==> config.mk <==
export PLATFORM = sky130hd
export DESIGN_NAME = rr_grant_sel
export DESIGN_NICKNAME = d
export VERILOG_FILES = /design/src/rtl/rr_pkg.sv /design/src/rtl/rr_pick4.sv /design/src/rtl/rr_grant_sel.sv
export SDC_FILE = /design/constraint.sdc
export NUM_CORES = 1
export LEC_CHECK = 0
export BUFFER_PORTS_ARGS = -buffer_cell sky130_fd_sc_hd__buf_4
export CAP_MARGIN = 10
export CORE_AREA = 10 10 48 50
export DETAILED_ROUTE_END_ITERATION = 16
export DIE_AREA = 0 0 58 60
export GPL_ROUTABILITY_DRIVEN = 0
export GPL_TIMING_DRIVEN = 0
export SLEW_MARGIN = 10
export SYNTH_ARGS = -nofsm -noshare
export SYNTH_HDL_FRONTEND = slang
export SYNTH_SLANG_ARGS = --single-unit
export TNS_END_PERCENT = 50
==> constraint.sdc <==
create_clock -name clk -period 2 [get_ports clk]
set_input_delay 0.1 -clock clk [delete_from_list [all_inputs] [get_ports clk]]
set_output_delay 0.1 -clock clk [all_outputs]
set_load 0.01 [all_outputs]
==> src/rtl/rr_pkg.sv <==
// Shared types and constants for the round-robin grant selector.
// Imported by rr_pick4 and rr_grant_sel.
package rr_pkg;

  localparam int N_REQ = 4;
  localparam int IDX_W = 2;

  typedef enum logic [1:0] {
    IDLE    = 2'd0,
    GRANT   = 2'd1,
    RELEASE = 2'd2
  } state_t;

endpackage

==> src/rtl/rr_pick4.sv <==
// Rotating-priority picker: first set request after `last`,
// wrapping 3->0; `any` flags that some request is set.
module rr_pick4
  import rr_pkg::*;
(
  input  logic [N_REQ-1:0] req,
  input  logic [IDX_W-1:0] last,
  output logic [IDX_W-1:0] idx,
  output logic             any
);

  logic [IDX_W-1:0] j;

  // Scan last+1 .. last+4; the first hit wins.
  always_comb begin
    idx = '0;
    any = 1'b0;
    j   = '0;
    for (int i = 1; i <= N_REQ; i++) begin
      j = last + IDX_W'(i);
      if (req[j] && !any) begin
        idx = j;
        any = 1'b1;
      end
    end
  end

endmodule

==> src/rtl/rr_grant_sel.sv <==
// Four-way round-robin arbiter feeding a 2-to-4 decoder index.
// Define RR_TIMEOUT_EN to add the hold counter and forced release.
module rr_grant_sel
  import rr_pkg::*;
#(
  parameter int HOLD_MAX = 15,
  parameter int CNT_W    = 4
) (
  input  logic             clk,
  input  logic             rst,
  input  logic [N_REQ-1:0] req,
  input  logic             done,
  output logic [IDX_W-1:0] gnt_idx,
  output logic             gnt_vld,
  output logic             busy,
  output logic             timeout
);

  state_t           state, state_n;
  logic [IDX_W-1:0] last, last_n;
  logic [IDX_W-1:0] idx_n;
  logic [IDX_W-1:0] pick_last, pick_idx;
  logic             pick_any;
  logic             vld_n, busy_n, to_n;
  logic             drop, to_hit;

  // In RELEASE the pointer is already the outgoing owner.
  assign pick_last = (state == RELEASE) ? gnt_idx : last;
  assign drop      = !req[gnt_idx];

  rr_pick4 u_pick (
    .req  (req),
    .last (pick_last),
    .idx  (pick_idx),
    .any  (pick_any)
  );

`ifdef RR_TIMEOUT_EN
  logic [CNT_W-1:0] cnt, cnt_n;

  assign to_hit = (cnt == CNT_W'(HOLD_MAX));

  // Hold counter runs only while a grant is held.
  always_comb begin
    cnt_n = '0;
    if (state == GRANT)
      cnt_n = cnt + CNT_W'(1);
  end

  // Hold counter register.
  always_ff @(posedge clk or posedge rst) begin
    if (rst) cnt <= '0;
    else     cnt <= cnt_n;
  end
`else
  logic unused_cfg;

  assign to_hit     = 1'b0;
  assign unused_cfg = ^{32'(HOLD_MAX), 32'(CNT_W)};
`endif

  // Next state and next registered outputs.
  always_comb begin
    state_n = state;
    last_n  = last;
    idx_n   = gnt_idx;
    vld_n   = gnt_vld;
    busy_n  = busy;
    to_n    = 1'b0;
    unique case (state)
      IDLE: begin
        if (pick_any) begin
          state_n = GRANT;
          idx_n   = pick_idx;
          vld_n   = 1'b1;
          busy_n  = 1'b1;
        end
      end
      GRANT: begin
        if (done || drop || to_hit) begin
          state_n = RELEASE;
          vld_n   = 1'b0;
          to_n    = !done && !drop;
        end
      end
      RELEASE: begin
        last_n = gnt_idx;
        if (pick_any) begin
          state_n = GRANT;
          idx_n   = pick_idx;
          vld_n   = 1'b1;
        end else begin
          state_n = IDLE;
          busy_n  = 1'b0;
        end
      end
      default: begin
        state_n = IDLE;
        vld_n   = 1'b0;
        busy_n  = 1'b0;
      end
    endcase
  end

  // State, pointer and output registers.
  always_ff @(posedge clk or posedge rst) begin
    if (rst) begin
      state   <= IDLE;
      last    <= IDX_W'(N_REQ - 1);
      gnt_idx <= '0;
      gnt_vld <= 1'b0;
      busy    <= 1'b0;
      timeout <= 1'b0;
    end else begin
      state   <= state_n;
      last    <= last_n;
      gnt_idx <= idx_n;
      gnt_vld <= vld_n;
      busy    <= busy_n;
      timeout <= to_n;
    end
  end

endmodule

==> impl_metrics.py <==
metrics = {
    "power_and_ir_drop": {
        "ir_drop_mv": 0.761,
        "p_leak_nw": 0.299,
        "p_per_area_nw_per_um2": 1490,
    },
    "worst_setup_path": {
        "r2r_end": "gnt_idx[1]",
        "critPathKind": "reg2reg",
        "r2r_cells": 6,
        "cp_max_fo": 10,
        "crit_path_end_kind": "register",
        "cp_data_arrival_time_ps": 2000,
        "cp.required_ps": 2160,
        "r2r-start": "state[0]",
        "reg2reg_slack_ps": 160,
        "critPathLaunchType": "register",
    },
    "run_status": {
        "status": "completed",
    },
    "clock_network": {
        "root_buffer": "clkbuf_4",
        "cts_buffer_depth": 2,
        "cts_tree": "done",
        "clock_latency_ps": 260,
        "cts_sinks": 8,
        "clkTransAtPathRegs_ps": 60,
        "cts_buffers": 3,
        "htree_levels": 1,
    },
    "synth": {
        "yosysWarnings": 0,
        "synthXorXnorAreaFrac": 0.0161,
        "seq_area_frac_synth": 0.373,
        "synth-seq-cells": 8,
        "synthSimpleGateAreaFrac": 0.251,
        "synth_mux_area_frac": 0.120,
        "synth_fa_ha_area_frac": 0,
        "synthDistinctLibCells": 29,
        "synth_compound_area_frac": 0.177,
        "syn_area_per_cell_um2": 9.05,
        "syn-num-nets": 67,
        "synth_top_family_by_area": "simple AND/OR/NAND/NOR gates",
        "syn_inst": 60,
        "netlist_area_um2": 543,
    },
    "drt": {
        "route.detailed.drc": 0,
        "drt_iter0_drc": 20,
        "via_per_inst": 5.41,
        "ant_nets": 0,
        "via_count": 492,
        "finalWirelength_um": 1200,
        "firstDrtPassIters": 4,
        "wire_per_inst_um": 13.2,
    },
    "cells_and_area": {
        "syn_to_final_growth_pct": 25.1,
        "antenna_cells": 0,
        "fin_nets": 83,
        "fin_area_um2": 679,
        "drive_above_1_share": 0.293,
    },
    "worst_hold_path": {
        "min-delay-start": "req[3]",
        "hold_depth": 3,
        "whs_endpoint": "gnt_idx[0]",
        "min_path_type": "in2reg",
    },
    "sta": {
        "final_hold_viol_count": 0,
        "setup_violations": 0,
        "min_period_ps": 1840,
        "drv_slew": 0,
        "fin_crit_sh": 0.921,
        "fin_tns_setup_ps": 0,
        "clock_skew_ps": 2.60,
        "rsz0062_at_grt": "no",
        "maxClockFrequency_mhz": 543,
        "setup_slack_ps": 157,
    },
    "place": {
        "dp_hpwl_um": 928,
        "numPortBuffers": 10,
        "pre_cts_slack_ps": 78.8,
        "dpl-instance-area_um2": 638,
    },
    "die": {
        "rows": 14,
        "initial_core_util": 0.378,
        "core_um2": 1440,
        "die-width_um": 58,
        "dieArea_um2": 3480,
        "die_h_um": 60,
        "io_pins": 12,
    },
    "grt": {
        "grt_max_degree": 11,
        "grt_pass1_wl_um": 2170,
        "antenna_found_initial": 0,
        "grt_overflow_total": 0,
        "grt_pass1_vias": 480,
        "grt_use_total": 0.0786,
    },
    "flow_run": {
        "max_cap_viol_count": 0,
    },
}
## how the worst max path moves through the flow
stage,startpoint,endpoint,depth (start not counted)
final,state[0],gnt_idx[1],6
after global routing,state[0],gnt_idx[1],6
after CTS,state[0],gnt_idx[1],6
after detailed placement,state[0],gnt_idx[1],6
after global placement,state[0],gnt_idx[1],6
after floorplan,state[0],gnt_idx[1],6
## state kept, by name, indices dropped and copies added, names as in the netlist
signal and count:
last 2, busy 1, state 2, gnt_idx 2
gnt_vld 1
## kinds of logic after synthesis
| logic type | after synthesis |
|---|---|
| DFF | 8 |
| and+or+nand+nor | 26 |
| AOI/OAI and AO/OA | 14 |
| other | 1 |
| xor gates and xnor gates | 1 |
| muxes | 5 |
| buffers and inverters | 5 |
## power by group
part / switching, mW / internal [mW] / total, mW / leakage (nW)
sequential: 0.121 / 0.259 / 0.381 / 0.0894
combinational: 0.222 / 0.272 / 0.494 / 0.195
clock: 0.0589 / 0.0766 / 0.135 / 0.0150
total: 0.402 / 0.608 / 1.01 / 0.299
## worst max-delay path, cell delays in order, from the launching register on
cell      delay [ps]
dfrtp_2          450
nand2b_1         170
buf_6            140
mux2i_2          280
mux2_1           340
and2_1           160
o311ai_2         200
## Yosys cell counts
library cell | instances | share of area
a21o_1 | 2 | 0.028
a21oi_1 | 1 | 0.0092
a31oi_1 | 1 | 0.012
a41oi_1 | 1 | 0.016
and2_1 | 1 | 0.012
and3_1 | 1 | 0.012
and3b_1 | 1 | 0.016
buf_4 | 1 | 0.014
buf_6 | 1 | 0.021
conb_1 | 1 | 0.0069
dfrtp_1 | 6 | 0.28
dfstp_2 | 2 | 0.097
inv_1 | 3 | 0.021
mux2_1 | 1 | 0.021
mux2_2 | 1 | 0.021
mux2i_1 | 2 | 0.037
mux4_2 | 1 | 0.041
nand2_1 | 7 | 0.048
nand2b_1 | 5 | 0.058
nand3b_1 | 2 | 0.028
nor2_1 | 5 | 0.035
nor2b_1 | 1 | 0.012
nor3_1 | 1 | 0.0092
nor4_1 | 2 | 0.023
o2111ai_1 | 1 | 0.016
o21ai_0 | 6 | 0.055
o22ai_1 | 1 | 0.012
o311ai_2 | 1 | 0.030
xnor2_1 | 1 | 0.016
## layer usage
layer  vias to the layer above  wire, µm  global-route usage
met2                        13       541               0.117
met5                         -         0                   0
li1                        245         -                   -
met3                         4        97              0.0466
met1                       230       543              0.0902
met4                         0        14              0.0302
## cell usage in the layout, fill, tap and decap left out, drive strengths merged
master,instances
mux4,1
nor4,2
clkbuf,4
xnor2,1
mux2,2
inv,3
nand3b,2
o311ai,1
mux2i,2
o2111ai,1
dlygate4sd3,1
dfstp,2
and2,1
dfrtp,6
conb,1
nand2,7
buf,12
a21o,2
o21ai,6
o22ai,1
nor3,1
a31oi,1
nand2b,5
a41oi,1
and3,1
and3b,1
a21oi,1
nor2,5
nor2b,1
## area by class of cell
cell class,instances,area [µm²]
multi-input combinational,47,314
tap,16,20.0
inverter,3,11.3
sequential,8,204
clock buffer,4,26.3
buffer,2,18.8
timing repair buffer,11,85.1
fill,139,757
## stage by stage
step           total power, mW  instances   util  hold slack (ps)
3_3_place_gp             0.860         86  0.444             76.3
2_1_floorplan            0.711         60      -            -85.8
3_5_place_dp             0.866         86  0.444             77.2
5_1_grt                   1.12         91  0.473              179
6_report                  1.01         91  0.473              180
4_1_cts                   1.01         91  0.470              171
## timing repair
item,4_1_cts,5_1_grt
setup endpoints to repair,0,1
setup buffers,0,0
hold endpoints to repair,6,0
hold buffers,1,0
resized for setup,0,2
Power figures use the tool's default switching activity.
